===== config.mk =====
export PLATFORM = sky130hd
export DESIGN_NAME = player_state
export DESIGN_NICKNAME = d
export VERILOG_FILES = /design/src/rtl/game_pkg.sv /design/src/rtl/shot_fsm.sv /design/src/rtl/player_state.sv
export SDC_FILE = /design/constraint.sdc
export NUM_CORES = 1
export LEC_CHECK = 0
export BUFFER_PORTS_ARGS = -buffer_cell sky130_fd_sc_hd__buf_2
export CAP_MARGIN = 25
export CORE_MARGIN = 3
export CORE_UTILIZATION = 40
export DETAILED_ROUTE_END_ITERATION = 10
export GPL_TIMING_DRIVEN = 0
export PLACE_DENSITY_LB_ADDON = 0.3
export SYNTH_ARGS = -nofsm -noshare
export SYNTH_HDL_FRONTEND = slang
export SYNTH_SLANG_ARGS = --single-unit

===== constraint.sdc =====
create_clock -name clk -period 4.15 [get_ports clk]
set_clock_uncertainty 0.15 [all_clocks]
set_input_delay 0.2075 -clock clk [delete_from_list [all_inputs] [get_ports clk]]
set_output_delay 0.2075 -clock clk [all_outputs]
set_load 0.01 [all_outputs]

===== src/rtl/game_pkg.sv =====
// Shared definitions for the player control path: command strobe bit
// positions, the projectile state encoding and a select-vector helper.
package game_pkg;

    localparam int CMD_W     = 5;
    localparam int CMD_LEFT  = 0;
    localparam int CMD_RIGHT = 1;
    localparam int CMD_AIM_L = 2;
    localparam int CMD_AIM_R = 3;
    localparam int CMD_SHOOT = 4;

    typedef enum logic [1:0] {
        SHOT_IDLE     = 2'd0,
        SHOT_FLIGHT   = 2'd1,
        SHOT_COOLDOWN = 2'd2
    } shot_state_e;

    // True when more than one command strobe is set in the same cycle.
    function automatic logic multi_hot(input logic [CMD_W-1:0] v);
        return (v & (v - CMD_W'(1))) != '0;
    endfunction

endpackage


===== src/rtl/shot_fsm.sv =====
// Single-projectile life cycle: IDLE -> FLIGHT -> COOLDOWN -> IDLE, with a
// shared down-counter and registered ready / shot_active / shot_done.
module shot_fsm
    import game_pkg::*;
#(
    parameter int FLIGHT_CYCLES   = 16,
    parameter int COOLDOWN_CYCLES = 8
) (
    input  logic        clk,
    input  logic        rst,
    input  logic        new_game_i,
    input  logic        shoot_i,
    output logic        ready_o,
    output logic        shot_active_o,
    output logic        shot_done_o,
    output shot_state_e state_o
);

    localparam int CNT_MAX = (FLIGHT_CYCLES > COOLDOWN_CYCLES) ? FLIGHT_CYCLES : COOLDOWN_CYCLES;
    localparam int CNT_W   = (CNT_MAX > 1) ? $clog2(CNT_MAX) : 1;
    localparam logic [CNT_W-1:0] FLIGHT_LOAD   = CNT_W'(FLIGHT_CYCLES - 1);
    localparam logic [CNT_W-1:0] COOLDOWN_LOAD = CNT_W'(COOLDOWN_CYCLES - 1);

    shot_state_e      state_q;
    logic [CNT_W-1:0] cnt_q;
    logic             ready_q;
    logic             active_q;
    logic             done_q;

    always_ff @(posedge clk or posedge rst) begin
        if (rst) begin
            state_q  <= SHOT_IDLE;
            cnt_q    <= '0;
            ready_q  <= 1'b1;
            active_q <= 1'b0;
            done_q   <= 1'b0;
        end else if (new_game_i) begin
            // An aborted flight ends silently: no done pulse.
            state_q  <= SHOT_IDLE;
            cnt_q    <= '0;
            ready_q  <= 1'b1;
            active_q <= 1'b0;
            done_q   <= 1'b0;
        end else begin
            done_q <= 1'b0;
            case (state_q)
                SHOT_IDLE: begin
                    if (shoot_i) begin
                        state_q  <= SHOT_FLIGHT;
                        cnt_q    <= FLIGHT_LOAD;
                        ready_q  <= 1'b0;
                        active_q <= 1'b1;
                    end
                end
                SHOT_FLIGHT: begin
                    if (cnt_q == '0) begin
                        state_q  <= SHOT_COOLDOWN;
                        cnt_q    <= COOLDOWN_LOAD;
                        active_q <= 1'b0;
                        done_q   <= 1'b1;
                    end else begin
                        cnt_q <= cnt_q - 1'b1;
                    end
                end
                SHOT_COOLDOWN: begin
                    if (cnt_q == '0) begin
                        state_q <= SHOT_IDLE;
                        ready_q <= 1'b1;
                    end else begin
                        cnt_q <= cnt_q - 1'b1;
                    end
                end
                default: begin
                    state_q  <= SHOT_IDLE;
                    cnt_q    <= '0;
                    ready_q  <= 1'b1;
                    active_q <= 1'b0;
                end
            endcase
        end
    end

    assign ready_o       = ready_q;
    assign shot_active_o = active_q;
    assign shot_done_o   = done_q;
    assign state_o       = state_q;

endmodule


===== src/rtl/player_state.sv =====
// Player position/aim tracking with saturation, one-hot command check and
// the fire-time shot latch; the projectile life cycle lives in shot_fsm.
module player_state
    import game_pkg::*;
#(
    parameter int X_W             = 5,
    parameter int X_MIN           = 0,
    parameter int X_MAX           = 31,
    parameter int X_INIT          = 16,
    parameter int AIM_W           = 3,
    parameter int AIM_INIT        = 4,
    parameter int FLIGHT_CYCLES   = 16,
    parameter int COOLDOWN_CYCLES = 8
) (
    input  logic             clk,
    input  logic             reset,
    input  logic             new_game,
    input  logic [CMD_W-1:0] select,
    output logic [X_W-1:0]   pos_x,
    output logic [AIM_W-1:0] aim,
    output logic             ready,
    output logic             shot_active,
    output logic [X_W-1:0]   shot_x,
    output logic [AIM_W-1:0] shot_aim,
    output logic             shot_done,
    output logic             illegal
);

    localparam logic [X_W-1:0]   POS_MIN   = X_W'(X_MIN);
    localparam logic [X_W-1:0]   POS_MAX   = X_W'(X_MAX);
    localparam logic [X_W-1:0]   POS_INIT  = X_W'(X_INIT);
    localparam logic [AIM_W-1:0] AIM_MAX   = '1;
    localparam logic [AIM_W-1:0] AIM_RESET = AIM_W'(AIM_INIT);

    logic [X_W-1:0]   pos_q, pos_d;
    logic [AIM_W-1:0] aim_q, aim_d;
    logic [X_W-1:0]   sx_q, sx_d;
    logic [AIM_W-1:0] saim_q, saim_d;
    logic             illegal_q, illegal_d;

    logic        cmd_multi;
    logic        shoot_cmd;
    shot_state_e fsm_state;

    assign cmd_multi = multi_hot(select);
    assign shoot_cmd = !cmd_multi && select[CMD_SHOOT];

    shot_fsm #(
        .FLIGHT_CYCLES  (FLIGHT_CYCLES),
        .COOLDOWN_CYCLES(COOLDOWN_CYCLES)
    ) u_shot_fsm (
        .clk          (clk),
        .rst          (reset),
        .new_game_i   (new_game),
        .shoot_i      (shoot_cmd),
        .ready_o      (ready),
        .shot_active_o(shot_active),
        .shot_done_o  (shot_done),
        .state_o      (fsm_state)
    );

    always_comb begin
        pos_d     = pos_q;
        aim_d     = aim_q;
        sx_d      = sx_q;
        saim_d    = saim_q;
        illegal_d = 1'b0;
        if (new_game) begin
            // Shot latch deliberately survives a new game.
            pos_d = POS_INIT;
            aim_d = AIM_RESET;
        end else if (cmd_multi) begin
            illegal_d = 1'b1;
        end else begin
            if (select[CMD_LEFT] && pos_q > POS_MIN)
                pos_d = pos_q - 1'b1;
            if (select[CMD_RIGHT] && pos_q < POS_MAX)
                pos_d = pos_q + 1'b1;
            if (select[CMD_AIM_L] && aim_q != '0)
                aim_d = aim_q - 1'b1;
            if (select[CMD_AIM_R] && aim_q != AIM_MAX)
                aim_d = aim_q + 1'b1;
            if (shoot_cmd && fsm_state == SHOT_IDLE) begin
                sx_d   = pos_q;
                saim_d = aim_q;
            end
        end
    end

    always_ff @(posedge clk or posedge reset) begin
        if (reset) begin
            pos_q     <= POS_INIT;
            aim_q     <= AIM_RESET;
            sx_q      <= '0;
            saim_q    <= '0;
            illegal_q <= 1'b0;
        end else begin
            pos_q     <= pos_d;
            aim_q     <= aim_d;
            sx_q      <= sx_d;
            saim_q    <= saim_d;
            illegal_q <= illegal_d;
        end
    end

    assign pos_x    = pos_q;
    assign aim      = aim_q;
    assign shot_x   = sx_q;
    assign shot_aim = saim_q;
    assign illegal  = illegal_q;

endmodule


-- After elaboration in Yosys (flattened, before gate mapping)
Index checks and enable logic that the tools add are counted.
- reduce and logical (&&, ||, !) cells: 20
- add/sub/neg operators: 6
- equality and inequality tests: 10
- multiplexer cells: 31
- order comparisons: 2
- bitwise operators: 3
- operators by type and width (operator ; number):
    $mux 5 ; 4
    $mux 4 ; 4
    $mux 3 ; 4
    $pmux 4 s3 ; 1
    $reduce_and 3->1 ; 4
    $mux 1 ; 11
    $sub 5x1->5 const B ; 2
    $ne 3x3->1 const B ; 3
    $reduce_bool 3->1 ; 3
    $mux 2 ; 4
    $logic_and 1x1->1 ; 6
    $ne 2x2->1 const B ; 3
    $ne 3x2->1 const B ; 2
    $pmux 1 s3 ; 2
    $pmux 2 s3 ; 1
    $reduce_and 2->1 ; 3
    $add 5x1->5 const B ; 1
    $and 5x5->5 ; 1
    $gt 5x1->1 const B ; 1
    $lt 5x5->1 const B ; 1
    $reduce_bool 5->1 ; 1
    $logic_not 4->1 ; 1
    $sub 4x1->4 const B ; 1
    $add 3x1->3 const B ; 1
    other kinds (6) ; 7
- word-level logic and storage cells: 82
- bits of input ports: 8
- output and inout port bits: 20
- flip-flop bits (word level): 26

-- Depth between registers and ports, before layout
- depth after elaboration: 8
- mapped depth: 8
- depth with buffers taken out: 8

-- Modules after synthesis
A second synthesis with hierarchy kept.
- cells, all modules: 156
- area total of the unflattened synthesis: 1555.2 um^2
- modules (own cells, without submodules) (module ; instances ; area each (um^2) ; cells an instance ; seq. area each (um^2)):
    player_state ; 1 ; 1017.2 ; 92 ; 427.9
    shot_fsm ; 1 ; 538.0 ; 64 ; 226.5

-- Worst setup path after synthesis
OpenSTA, ideal clock, no wires.
- path type: register -> register
- start: register pos_q[4] (netlist: pos_x[4])
- end: register pos_q[4] (netlist: pos_x[4])
- buffers on the path: 0
- slack: 1.512 ns
- arrival time: 2.390 ns
- setup time: 0.098 ns
- data required time: 3.902 ns
- cell stages (with the launch flop): 9
- period minus slack after synthesis: 2.638 ns
- cell sequence: dfstp_2 > inv_1 > o21ai_0 > ha_1 > a21o_1 > a21oi_1 > nand3b_1 > o211a_1 > a221oi_1
- word-level cells in the longest chain between the ends: 5
- elaborated cells between the ends (all ways): 12
- those cells by class: add/sub (2); order compare (2); mux (4); reduce/logical (4)
- RTL lines (what ; RTL line ; source):
    start, declared ; player_state.sv:35 ; logic [X_W-1:0] pos_q, pos_d;
    start signal, assigned ; player_state.sv:98 ; pos_q <= pos_d;
    $sub 5x1->5 or $lt 5x5->1 (tied branches) ; player_state.sv:76, player_state.sv:77 ;
    $mux 5 or $logic_and 1x1->1 (tied branches) ; player_state.sv:75, player_state.sv:77 ;
    $mux 5 ; player_state.sv:77 ; if (select[CMD_RIGHT] && pos_q < POS_MAX)
    $mux 5 ; player_state.sv:72 ; end else if (cmd_multi) begin
    $mux 5 ; player_state.sv:68 ; if (new_game) begin
Several ways; a longest one is shown, not always the timed one. The select of a mux whose other input is x is not followed.
A chain may end at the register's enable or synchronous reset.

-- Worst setup path after layout
- start: register pos_q[0] (netlist: pos_x[0])
- end: register pos_q[4] (netlist: pos_x[4])
The elaborated chain is that of the path after synthesis.

==> flow_summary.ini <==
[flow_run]
drv_cap = 0

[yosys]
yosysTopAreaCell = dfrtp_1
yosys_warnings = 0
synth_area_sq_mm = 0.00153
synthTopCellsByCount = dfrtp_1, nor2_1, o21ai_0
ys_async_sr_fraction_pct = 100
syn_area_per_cell_sq_um = 10.3
synth_most_common_cell = dfrtp_1
ys.flop_type = dfrtp_1
synth_top_cell_area_share_pct = 37.7
synth_fp_nets = 163
ys_seq_elements = 26
synthTopCellsByArea = dfrtp_1, dfstp_2, ha_1, o21ai_0, mux2_4
synth-edff-count = 0
ys_seq_area_share_pct = 42.8
synthCells = 148
yosysUniqueCellTypes = 50

[routing]
wl_per_cell_um = 14.2
drc_errors = 0
viasPerCell = 5.42
drt_iter0_drc = 64
drt.antenna.violating_nets = 0
dr_total_vias = 1231
drt-pass1-iter-count = 4
finalWirelength_um = 3230

[floorplan]
rows = 21
die_h_um = 67.8
io_pins = 28
placeableCoreArea_sq_mm = 0.00349
initial_core_util_pct = 43.7
die_area_sq_mm = 0.00460
die_width_um = 67.8

[global_route]
gr-usage-met3_pct = 2.16
grt_use_met1_pct = 19.3
busiest_layer = met2
track_usage_pct = 15.9
grt_pass1_vias = 1283
antenna_found_initial = 0
use_met2_pct = 29.0
grt_max_degree = 27
grt-ovfl-total = 0
grt_pass1_wl_um = 5640

[pwr]
ir_drop_mv = 0.234
p_leak_nw = 0.906
p_per_area_mw_per_mm2 = 477
p_total_mw = 0.873

[timing]
rsz0062_at_grt = no
slew_headroom_pct = 35.1
fmax_mhz = 336
tightest_slew_ns = 0.964
holdWs_ns = 0.152
setup-tns-final_ns = 0
finalSetupViolCount = 0
period_share_pct = 71.8
final_max_slew_viol_count = 0
finalWorstSetupSlack_ns = 1.17
timing.final.hold_violations = 0
finalCriticalPeriod_ns = 2.98

[critical_path]
rr_worst_depth = 8
setup.worst_path.start_class = flop
cp-end-kind = flop
critPathRequiredTime_ns = 4.17
crit_arrival_ns = 3.00
crit_type = reg -> reg
path_max_fanout = 9

[clock_tree]
numCtsBuffers = 3
clock_tree.buffer_depth = 2
cts.sink_count = 26
root_buffer = clkbuf_8
clock_latency_ns = 0.27
clk_pin_slew_ns = 0.10
cts_tree = done
htreeDepth = 1

[hold_path]
hold_path_class = in -> reg
min_path_cells = 3

[finish]
final_util_pct = 52.3
layout-drive-gt1-share_pct = 29.3
num-nets-final = 197
n_antenna_cell = 0
area_growth_pct = 19.7

[placement]
port_buffers = 27
place.gp.congestion = 0.844
pre_cts_ws_ns = 1.17
dp_hpwl_um = 2470

[run_status]
outcome = finished clean
timing repair:
item | 4_1_cts | 5_1_grt
hold endpoints to repair | 0 | 23
setup buffers | 0 | 0
resized for setup | 0 | 0
hold buffers | 0 | 1
per-layer routing:
layer | share of wire [%] | routed length [um]
met5 | 0 | 0
met4 | 0.43 | 14
met3 | 1.9 | 62
met2 | 54 | 1760
met1 | 43 | 1400
metrics by stage:
stage,instance area [sq um],cells
floorplan,1530,148
global placement,1720,221
detailed placement,1720,221
CTS,1790,225
global route,1830,227
finish,1830,227
where the power goes:
group	switching [mW]	leakage, nW	total (mW)	internal, mW
Combinational	0.153	0.534	0.298	0.145
Sequential	0.0548	0.336	0.366	0.311
Clock	0.0801	0.0357	0.209	0.129
worst paths after layout:
path / endpoint / slack [ns] / start
hold reg to reg: shot_aim[1] / 0.33 / shot_aim[1]
setup reg to reg: pos_x[4] / 1.17 / pos_x[0]
hold / removal: u_shot_fsm.state_o[0] / 0.15 / select[4]
max in group asynchronous: aim[2] / 3.21 / reset
min in group asynchronous: shot_x[1] / 0.20 / reset
setup / recovery: pos_x[4] / 1.17 / pos_x[0]
placed cells by master, fill, tap and decap left out, types with 2 or more instances in the layout:
cell type / count
a21o_1: 5
a21oi_1: 8
a221oi_1: 3
a22o_1: 3
buf_2: 27
buf_6: 2
clkbuf_1: 4
clkbuf_8: 3
dfrtp_1: 23
dfstp_2: 3
fa_1: 2
ha_1: 5
inv_1: 7
mux2_2: 3
mux2_4: 3
mux2i_1: 2
nand2_1: 8
nand3_1: 3
nand3b_1: 2
nor2_1: 11
nor3_1: 4
nor3b_1: 2
nor4_1: 3
o21ai_0: 9
o21bai_1: 2
o22ai_1: 2
or4_4: 2
xnor2_1: 2
xor2_1: 2
kinds of logic after synthesis:
| logic type | after synthesis | share of synthesized area (%) |
|---|---|---|
| xor gates and xnor gates | 4 | 2.29 |
| AOI/OAI and AO/OA | 42 | 18.9 |
| muxes | 8 | 6.47 |
| buffers and inverters | 15 | 4.75 |
| and+or+nand+nor | 45 | 17.4 |
| adders and majority gates | 8 | 7.37 |
| DFF | 26 | 42.8 |
flip-flops by register name, summed over array words and instances (netlist names):
name and cells:
illegal 1, u_shot_fsm.state_o 2, pos_x 5, shot_x 5
aim 3, u_shot_fsm.ready_o 1, u_shot_fsm.shot_done_o 1, u_shot_fsm.cnt_q 4
u_shot_fsm.shot_active_o 1, shot_aim 3
worst max-delay path, stage by stage (launching register included):
cell and delay (ns):
dfrtp_1 0.50, nand4_1 0.12, o21ai_0 0.77, ha_1 0.39, a21o_1 0.16, a21oi_1 0.26, nand3b_1 0.14, o211a_1 0.18
a221oi_1 0.20
cell type report:
class	count	area, sq um
plain buffers	7	41.3
clock buffers	3	41.3
clock inverters	1	30.0
fillers	306	1670
inverters	8	31.3
multi-input cells	107	801
flip-flops and latches	26	654
well taps	46	57.6
repair buffers	29	173
Note: power is estimated with default switching activity, not from simulation.
